File: src/rtl/pheap_level.sv
// pheap_level: one level (LEVEL >= 2) of a pipelined heap.
// Holds 2^(LEVEL-1) nodes. Each command from the upstream level takes two
// cycles: an IDLE cycle that latches the command (done=WAIT) and an EXEC
// cycle that reads the children from the next level, computes the new node
// value, and forwards work downstream.
// Entry layout, MSB first: {active, capacity[LEVELS-1:0], key[7:0], value[7:0]}.
// Ports:
//   clk, rst                    clock; asynchronous active-low reset
//   start, op, in, addr         command from upstream (op: 0=LEQ 1=DEQ 2=ENQ_DEQ)
//   raddrTop -> rTopL, rTopR    node pair read port for upstream, with write bypass
//   raddrBot <- rBotL, rBotR    children pair read from the next level
//   done, endPos, out           status (0=DONE 1=WAIT 2=NEXT_LEVEL), chosen child,
//                               and the kv pushed to the next level
module pheap_level #(
  parameter int unsigned LEVEL  = 2,
  parameter bit          LAST   = 1'b0,
  parameter int unsigned LEVELS = 3,
  localparam int unsigned KEY_W = 8,
  localparam int unsigned VAL_W = 8,
  localparam int unsigned KV_W  = KEY_W + VAL_W,
  localparam int unsigned CAP_W = LEVELS,
  localparam int unsigned ENT_W = 1 + CAP_W + KV_W,
  localparam int unsigned AW    = LEVEL - 1,
  localparam int unsigned PW    = (LEVEL > 2) ? LEVEL - 2 : 1
) (
  input  logic             clk,
  input  logic             rst,
  input  logic             start,
  input  logic [1:0]       op,
  input  logic [KV_W-1:0]  in,
  input  logic [AW-1:0]    addr,
  input  logic [PW-1:0]    raddrTop,
  output logic [ENT_W-1:0] rTopL,
  output logic [ENT_W-1:0] rTopR,
  output logic [AW-1:0]    raddrBot,
  input  logic [ENT_W-1:0] rBotL,
  input  logic [ENT_W-1:0] rBotR,
  output logic [1:0]       done,
  output logic             endPos,
  output logic [KV_W-1:0]  out
);

  localparam int unsigned NODES    = 2 ** AW;
  localparam int unsigned CAP_INIT = (2 ** (LEVELS - LEVEL + 1)) - 1;

  localparam logic [1:0] OP_LEQ     = 2'd0;
  localparam logic [1:0] OP_DEQ     = 2'd1;
  localparam logic [1:0] OP_ENQ_DEQ = 2'd2;

  localparam logic [1:0] DONE       = 2'd0;
  localparam logic [1:0] WAIT       = 2'd1;
  localparam logic [1:0] NEXT_LEVEL = 2'd2;

  localparam logic [0:0] S_IDLE = 1'b0;
  localparam logic [0:0] S_EXEC = 1'b1;

  localparam logic [KV_W-1:0]  KV_EMPTY = '0;
  localparam logic [ENT_W-1:0] RST_ENT  = {1'b0, CAP_W'(CAP_INIT), KV_EMPTY};

  // Entry field accessors
  function automatic logic ent_act(input logic [ENT_W-1:0] e);
    return e[ENT_W-1];
  endfunction

  function automatic logic [CAP_W-1:0] ent_cap(input logic [ENT_W-1:0] e);
    return e[KV_W +: CAP_W];
  endfunction

  function automatic logic [KV_W-1:0] ent_kv(input logic [ENT_W-1:0] e);
    return e[KV_W-1:0];
  endfunction

  function automatic logic [KEY_W-1:0] kv_key(input logic [KV_W-1:0] kv);
    return kv[KV_W-1 -: KEY_W];
  endfunction

  logic [0:0]       state_q, state_d;
  logic [1:0]       op_q;
  logic [KV_W-1:0]  in_q;
  logic [AW-1:0]    addr_q;
  logic [ENT_W-1:0] mem_q [NODES];

  logic             we_c;
  logic [ENT_W-1:0] wdata_c;
  logic [ENT_W-1:0] node_c;
  logic [ENT_W-1:0] bot_l_c, bot_r_c, child_c;
  logic             r_wins_c, any_child_c, in_ge_node_c, in_ge_child_c, cap_r_gt_c;
  logic [CAP_W-1:0] cap_dec_c, cap_inc_c;
  logic [AW-1:0]    top_idx_l_c, top_idx_r_c;

  // Read pair indices; at LEVEL 2 the cast drops raddrTop entirely
  assign top_idx_l_c = AW'({raddrTop, 1'b0});
  assign top_idx_r_c = AW'({raddrTop, 1'b1});

  // Upstream read port with same-cycle bypass of the node being written
  always_comb begin
    rTopL = mem_q[top_idx_l_c];
    rTopR = mem_q[top_idx_r_c];
    if (we_c && ((addr_q >> 1) == (top_idx_l_c >> 1))) begin
      if (addr_q[0]) rTopR = wdata_c;
      else           rTopL = wdata_c;
    end
  end

  // The last level has no children: treat them as inactive with capacity 0
  assign bot_l_c = LAST ? '0 : rBotL;
  assign bot_r_c = LAST ? '0 : rBotR;

  assign node_c = mem_q[addr_q];

  // Right child wins only when strictly greater; inactive loses to active
  assign r_wins_c    = ent_act(bot_r_c) &&
                       (!ent_act(bot_l_c) || (kv_key(ent_kv(bot_r_c)) > kv_key(ent_kv(bot_l_c))));
  assign child_c     = r_wins_c ? bot_r_c : bot_l_c;
  assign any_child_c = ent_act(bot_l_c) || ent_act(bot_r_c);

  // Incoming kv wins ties against stored or child keys
  assign in_ge_node_c  = !ent_act(node_c)  || (kv_key(in_q) >= kv_key(ent_kv(node_c)));
  assign in_ge_child_c = !ent_act(child_c) || (kv_key(in_q) >= kv_key(ent_kv(child_c)));

  assign cap_r_gt_c = ent_cap(bot_r_c) > ent_cap(bot_l_c);
  assign cap_dec_c  = (ent_cap(node_c) == '0) ? '0 : ent_cap(node_c) - CAP_W'(1);
  assign cap_inc_c  = ent_cap(node_c) + CAP_W'(1);

  // State register
  always_ff @(posedge clk or negedge rst) begin
    if (!rst) state_q <= S_IDLE;
    else      state_q <= state_d;
  end

  // Next state, outputs and write data
  always_comb begin
    state_d  = state_q;
    done     = DONE;
    endPos   = 1'b0;
    out      = KV_EMPTY;
    raddrBot = '0;
    we_c     = 1'b0;
    wdata_c  = node_c;
    case (state_q)
      S_IDLE: begin
        if (start && rst) begin
          done    = WAIT;
          state_d = S_EXEC;
        end
      end
      S_EXEC: begin
        state_d  = S_IDLE;
        raddrBot = addr_q;
        we_c     = 1'b1;
        case (op_q)
          OP_LEQ: begin
            if (!ent_act(node_c)) begin
              wdata_c = {1'b1, ent_cap(node_c) - CAP_W'(1), in_q};
            end else begin
              wdata_c = {1'b1, cap_dec_c, in_ge_node_c ? in_q : ent_kv(node_c)};
              endPos  = cap_r_gt_c;
              if (!LAST) begin
                done = NEXT_LEVEL;
                out  = in_ge_node_c ? ent_kv(node_c) : in_q;
              end
            end
          end
          OP_DEQ: begin
            if (!any_child_c) begin
              wdata_c = {1'b0, cap_inc_c, KV_EMPTY};
            end else begin
              wdata_c = {1'b1, cap_inc_c, ent_kv(child_c)};
              endPos  = r_wins_c;
              done    = NEXT_LEVEL;
            end
          end
          OP_ENQ_DEQ: begin
            if (in_ge_child_c) begin
              wdata_c = {1'b1, ent_cap(node_c), in_q};
            end else begin
              wdata_c = {1'b1, ent_cap(node_c), ent_kv(child_c)};
              endPos  = r_wins_c;
              out     = in_q;
              done    = NEXT_LEVEL;
            end
          end
          default: we_c = 1'b0;
        endcase
      end
      default: state_d = S_IDLE;
    endcase
  end

  // Command latch
  always_ff @(posedge clk or negedge rst) begin
    if (!rst) begin
      op_q   <= OP_LEQ;
      in_q   <= KV_EMPTY;
      addr_q <= '0;
    end else if ((state_q == S_IDLE) && start) begin
      op_q   <= op;
      in_q   <= in;
      addr_q <= addr;
    end
  end

  // Node storage; written only at the edge that ends EXEC
  always_ff @(posedge clk or negedge rst) begin
    if (!rst) begin
      for (int i = 0; i < NODES; i++) mem_q[i] <= RST_ENT;
    end else if (we_c) begin
      mem_q[addr_q] <= wdata_c;
    end
  end

endmodule

File: config.mk
export PLATFORM = sky130hd
export DESIGN_NAME = pheap_level
export DESIGN_NICKNAME = d
export VERILOG_FILES = /design/src/rtl/pheap_level.sv
export SDC_FILE = /design/constraint.sdc
export NUM_CORES = 1
export LEC_CHECK = 0
export ABC_AREA = 1
export BUFFER_PORTS_ARGS = -buffer_cell sky130_fd_sc_hd__buf_4
export CAP_MARGIN = 30
export CORE_UTILIZATION = 25
export DETAILED_ROUTE_END_ITERATION = 10
export HOLD_SLACK_MARGIN = 0.15
export PLACE_DENSITY = 0.41
export SLEW_MARGIN = 25
export SYNTH_ARGS = -nofsm -noshare
export SYNTH_HDL_FRONTEND = slang
export SYNTH_SLANG_ARGS = --single-unit
File: constraint.sdc
create_clock -name clk -period 4.4 [get_ports clk]
set_input_delay 0.88 -clock clk [delete_from_list [all_inputs] [get_ports clk]]
set_output_delay 0.88 -clock clk [all_outputs]
set_load 0.005 [all_outputs]
Word-level counts from Yosys, hierarchy flattened:

Index checks and enable logic that the tools add are counted.

* add/subtract/negate cells: 2
* order comparisons: 6
* eq/ne operators: 2
* multiplexer cells: 39
* bitwise logic cells: 2
* reduce and logical (&&, ||, !) cells: 14

Operators with widths (count)
* 2-to-1 mux 20 bit: 11
* 2-to-1 mux 16 bit: 6
* case mux 20 bit (3 select lines): 1
* bitwise mux 40 bit: 1
* case mux 16 bit (2 select lines): 1
* demux 20 bit (select 1 bit): 1
* 2-to-1 mux 19 bit: 1
* greater-or-equal comparator 8 bit: 2
* 2-to-1 mux 1 bit: 9
* greater-than comparator 8 bit: 1
* 2-to-1 mux 2 bit: 3
* case mux 2 bit (3 select lines): 1
* logical AND 1 bit: 4
* logical OR 1 bit: 4
* case mux 2 bit (2 select lines): 1
* adder 3 x 1 -> 3 bit (second input constant): 1
* greater-than comparator 3 bit: 1
* logical NOT 1 bit: 3
* logical NOT 3 bit: 1
* 2-to-1 mux 3 bit: 1
* case mux 1 bit (3 select lines): 1
* OR reduction 3 bit: 1
* subtractor 3 x 1 -> 3 bit (second input constant): 1
* equality test 2 x 1 -> 1 bit (second input constant): 1
* other kinds (7): 7

* register bits after elaboration: 60
* output and inout bits: 60
* logic and storage cells: 71

Logic depth before layout (Yosys ltp):

* depth after elaboration: 12
* depth in mapped cells: 29

Worst setup path before layout:

Ideal clock, no wire load.

* kind: input port to output port
* from: in rBotL[15]
* to: out rTopL[10]
* arrival: 3.451 ns
* required time: 3.520 ns
* slack: 0.069 ns
* stages on the path: 22
* path through: inv_1 ha_1 a21o_1 nor2_1 nand2_1 nand2_1 nand2_2 nand2_2 buf_4 nand2_1 and2_1 ha_1 nand2_1 nor2_1 nand2_1 nand4_4 o21bai_4 buf_12 nand3_2 nand4_1 nand2_1 inv_1

* word-level cells in the longest chain between the ends: 11
* elaborated cells between the ends (all ways): 13

Ends and longest elaborated chain
* from (decl): RTL line 36 `input logic [ENT_W-1:0] rBotL,`
* greater-than comparator 8 bit: RTL line 113 `(!ent_act(bot_l_c) || (kv_key(ent_kv(bot_r_c)) > kv_key(ent_kv(bot_l_c))));`
* logical OR 1 bit: RTL line 113
* logical AND 1 bit: RTL line 112 `assign r_wins_c = ent_act(bot_r_c) &&`
* 2-to-1 mux 20 bit (*): RTL line 114 `assign child_c = r_wins_c ? bot_r_c : bot_l_c;`
* greater-or-equal comparator 8 bit or logical NOT 1 bit (tied branches): RTL line 119 `assign in_ge_child_c = !ent_act(child_c) || (kv_key(in_q) >= kv_key(ent_kv(child_c)));`
* logical OR 1 bit: RTL line 119
* 2-to-1 mux 16 bit: RTL line 174 `if (in_ge_child_c) begin`
* case mux 20 bit (3 select lines) (*): RTL line 151 `case (op_q)`
* 2-to-1 mux 20 bit (*): RTL line 140 `case (state_q)`
* 2-to-1 mux 20 bit (*): RTL line 100 `if (addr_q[0]) rTopR = wdata_c;`
* 2-to-1 mux 20 bit (*): RTL line 99 `if (we_c && ((addr_q >> 1) == (top_idx_l_c >> 1))) begin`
* to (decl): RTL line 33 `output logic [ENT_W-1:0] rTopL,`

Every way passes the cells marked *; elsewhere a longest branch is shown, timed or not.

Worst setup path in the final report:

* from: in rBotL[14]
* to: out out[14]

* word-level cells in the longest chain between the ends: 9
* elaborated cells between the ends (all ways): 10

Ends and longest elaborated chain
* greater-than comparator 8 bit: RTL line 113
* logical OR 1 bit: RTL line 113
* logical AND 1 bit: RTL line 112
* 2-to-1 mux 20 bit (*): RTL line 114
* greater-or-equal comparator 8 bit or logical NOT 1 bit (tied branches): RTL line 119
* logical OR 1 bit (*): RTL line 119
* 2-to-1 mux 16 bit (*): RTL line 174
* case mux 16 bit (2 select lines) (*): RTL line 151
* 2-to-1 mux 16 bit (*): RTL line 140
* to (decl): RTL line 40 `output logic [KV_W-1:0] out`

Marks and branches as above.

==> impl_metrics.tcl <==
set metrics [dict create \
    result_of_the_run "finished, violations left" \
    violations "negative setup slack" \
    critPathRequiredTime_ps 3520 \
    synth_area_per_cell_um2 6.885 \
    core_region_area_mm2 0.01972 \
    min-delay-path-class "reg2reg" \
    tritoncts_num_sinks 60 \
    portBuffers 121 \
    vias_in_the_first_global_route 5068 \
    worst-path-max-fanout 5 \
    drt.antenna.violating_nets 0 \
    fin_setup_tns_ps -1047 \
    period_minus_slack_ps 4472 \
    worstPathArrival_ps 3590 \
    overall_die_height_um 144.8 \
    fmax_mhz 223.6 \
    critical-path-max-stage-delay_ps 260 \
    most_common_library_cell_in_the_layout_ignoring_fill_and_taps "sky130_fd_sc_hd__buf_4" \
    filler_cell_count 2060 \
    worstSetupStartpointType "input port" \
    global_route.overflow_total 0 \
    area_of_the_mapped_netlist_mm2 0.005095 \
    mappedNetlistNets 834 \
    setup.worst_path.end_class "output pin" \
    vdd_drop_max_v 0.0002135 \
    synth_largest_area_cell "sky130_fd_sc_hd__dfrtp_1" \
    skew_ps 9.320 \
    p_leak_nw 3.911 \
    grt_setup_unrepaired "true" \
    clock_latency_ps 350 \
    timing_worst_setup_path_type "in2out" \
    post_route_insts_no_fill 1202 \
    final-hold-violation-count 0 \
    crit_slowest_cell "sky130_fd_sc_hd__ha_4" \
    tritonroute_pass_1_iters 5 \
    critical-path-top-delay-family "simple AND/OR/NAND/NOR gates" \
    post-route-cell-area_mm2 0.008018 \
    place.gp.congestion 0.7745 \
    insertedDiodeCount 0 \
    tightest_slew_ps 840.5 \
    post-place-cells 1153 \
    cts_tree "built" \
    post_dp_cell_area_mm2 0.006578 \
    max-clock-path-buffers 2 \
    design.die.area_mm2 0.02095 \
    synth.area.top_cells "sky130_fd_sc_hd__dfrtp_1 28%, sky130_fd_sc_hd__nand2_1 15%, sky130_fd_sc_hd__inv_1 9.3%, sky130_fd_sc_hd__ha_1 7.6%, sky130_fd_sc_hd__nand3_1 5.9%" \
    report.final.setup_viol 31 \
    ys_seq_area_frac 0.2957 \
    relSlewSlack 0.4397 \
    cts_max_level 3 \
    nets 1026 \
    cts_hold_buf 0 \
    final_critical_path_setup_slack_ps -72.24 \
    clk_transition_reported_paths_ps 60 \
    yosysTopAreaCellShare 0.2750 \
    grt_antenna_before_repair 0 \
    crit_buf_inv 7 \
    drv_cap 0 \
    clockRootBuffer "sky130_fd_sc_hd__clkbuf_16" \
    critical_path_cell_by_cell "buf_4, inv_4, ha_4, nand2_4, a21oi_1, nor2_1, nand2_1, nand2_2, nand2_4, buf_6, nand3_2, nand2_2, ha_4, a21o_1, nor2_2, nand4_4, buf_6, nor2_4, inv_2, o22ai_2, inv_1, nor2_1, buf_4" \
    global_route_wire_length_before_repair_mm 28.19 \
    final_core_utilization 0.4066 \
    drt-total-wl_mm 18.17 \
    dr.first_iter.drc_count 316 \
    p_per_area_mw_per_mm2 466.3 \
    die_width_um 144.8 \
    post-route-drc-count 0 \
    start_util 0.2584 \
    ys_ff_latch 60 \
    vias 5393 \
    route.detailed.vias_per_inst 4.487 \
    final_max_slew_viol_count 0 \
    pin_count_of_the_biggest_net_entering_global_routing 61 \
    synth-warning-count 0 \
    detail_route.wl_per_cell_um 15.11 \
    synth.distinct_cells 41 \
    gr-usage-all-layers 0.1791 \
    design.portCount 123 \
    synthesis.instances 740 \
    period_share 1.016 \
    final_layout_size_suffix_gt1_frac 0.4568 \
    total_power_w 0.003739 \
    area.growth.synth_to_final_pct 57.37 \
    fp-row-count 51 \
    dp_hpwl_mm 13.45 \
    final_cell_mix "164 x sky130_fd_sc_hd__buf_4, 157 x sky130_fd_sc_hd__nand2_1, 84 x sky130_fd_sc_hd__inv_1, 56 x sky130_fd_sc_hd__dfrtp_1" \
    tritoncts.num_buffers 9 \
]
==> synth_stat cells, drive strengths merged <==
library cell  instances
dfrtp                56
ha                   31
o31ai                 1
a21o                  3
o211ai               16
or2                  16
dlymetal6s2s          1
a211oi                1
nand2               200
and2                  1
a21boi                1
nand3                69
clkbuf               11
dfstp                 4
buf                  23
a21oi                45
o21ai                31
nand4                48
o21bai                1
nor2                 38
o22ai                 1
nand3b                2
a31oi                 1
inv                 138
mux2i                 1
==> final timing paths <==
check                               start        end  slack (ps)  depth (start not counted)
worst min-delay path            mem_q[37]  mem_q[37]         520                          2
worst max register to register     addr_q  mem_q[29]         720                         21
worst min register to register  mem_q[37]  mem_q[37]         520                          2
worst max-delay path            rBotL[14]    out[14]         -70                         23
max in group asynchronous             rst  mem_q[26]        3080                          2
min in group asynchronous             rst  mem_q[31]         760                          2
==> layer usage <==
metal  share of wire  global-route usage  vias up
li1                -                   -     2779
met1            0.53              0.2748     2459
met2            0.41              0.2503      139
met3           0.048             0.02797       16
met4           0.015             0.05540        0
met5               0                   0        -
==> kinds of logic (layout without fill, tap and decap cells) <==
kind of cell / Yosys count / in the layout / synth area share
simple gates: 374 / 375 / 0.3554
buf+inv: 173 / 369 / 0.1552
compound gates: 101 / 101 / 0.1157
flops: 60 / 60 / 0.2957
fa+ha+maj: 31 / 31 / 0.07613
mux: 1 / 1 / 0.001965
==> flip-flops by register name, summed over array words and instances, names as in the netlist <==
register	flops
mem_q	40
in_q	16
op_q	2
addr_q	1
state_q	1
==> where the power goes <==
part / internal (W) / leakage (nW) / total, W / switching, W
registers: 0.000745 / 0.678 / 0.000848 / 0.000103
logic: 0.000997 / 3.08 / 0.00214 / 0.00114
clock network: 0.000470 / 0.148 / 0.000753 / 0.000283
total: 0.00221 / 3.91 / 0.00374 / 0.00153
==> worst register-to-register path, cell delays in order (launching register included) <==
cell and delay (ps):
sky130_fd_sc_hd__dfrtp_1 410, sky130_fd_sc_hd__buf_12 180, sky130_fd_sc_hd__o21ai_0 520, sky130_fd_sc_hd__ha_1 230, sky130_fd_sc_hd__nand2_1 80, sky130_fd_sc_hd__nor2_2 220
sky130_fd_sc_hd__nand4_4 100, sky130_fd_sc_hd__nand4_1 180, sky130_fd_sc_hd__buf_12 240, sky130_fd_sc_hd__nand2_1 80, sky130_fd_sc_hd__nand3_1 110, sky130_fd_sc_hd__nand4_1 100
sky130_fd_sc_hd__nand2_1 110, sky130_fd_sc_hd__inv_2 40, sky130_fd_sc_hd__buf_4 120, sky130_fd_sc_hd__buf_4 120, sky130_fd_sc_hd__buf_4 120, sky130_fd_sc_hd__buf_4 120
sky130_fd_sc_hd__buf_4 120, sky130_fd_sc_hd__buf_4 110, sky130_fd_sc_hd__buf_4 120, sky130_fd_sc_hd__buf_4 120
==> stage by stage <==
stage	hold slack [ps]	setup WS, ps
2_1_floorplan	489.6	68.86
3_3_place_gp	499.9	-270.9
3_5_place_dp	503.9	-312.0
4_1_cts	516.3	-149.3
5_1_grt	549.6	-258.8
6_report	517.1	-72.24
==> repair_timing <==
item,CTS,global route
resized for setup,144,88
pin swaps,69,71
gates cloned,2,0
endpoints found under the setup margin,49,51
buffers inserted,30,5
==> layout make-up <==
cell class | instances | area [um^2] | area share
Inverter | 138 | 538.0 | 0.06710
Multi-Input combinational cell | 508 | 3462 | 0.4318
Clock buffer | 11 | 252.7 | 0.03152
Sequential cell | 60 | 1506 | 0.1879
Tap cell | 265 | 331.6 | 0.04135
Timing Repair Buffer | 215 | 1868 | 0.2330
Clock inverter | 5 | 58.81 | 0.007335
Note: power is estimated with default switching activity, not from simulation.
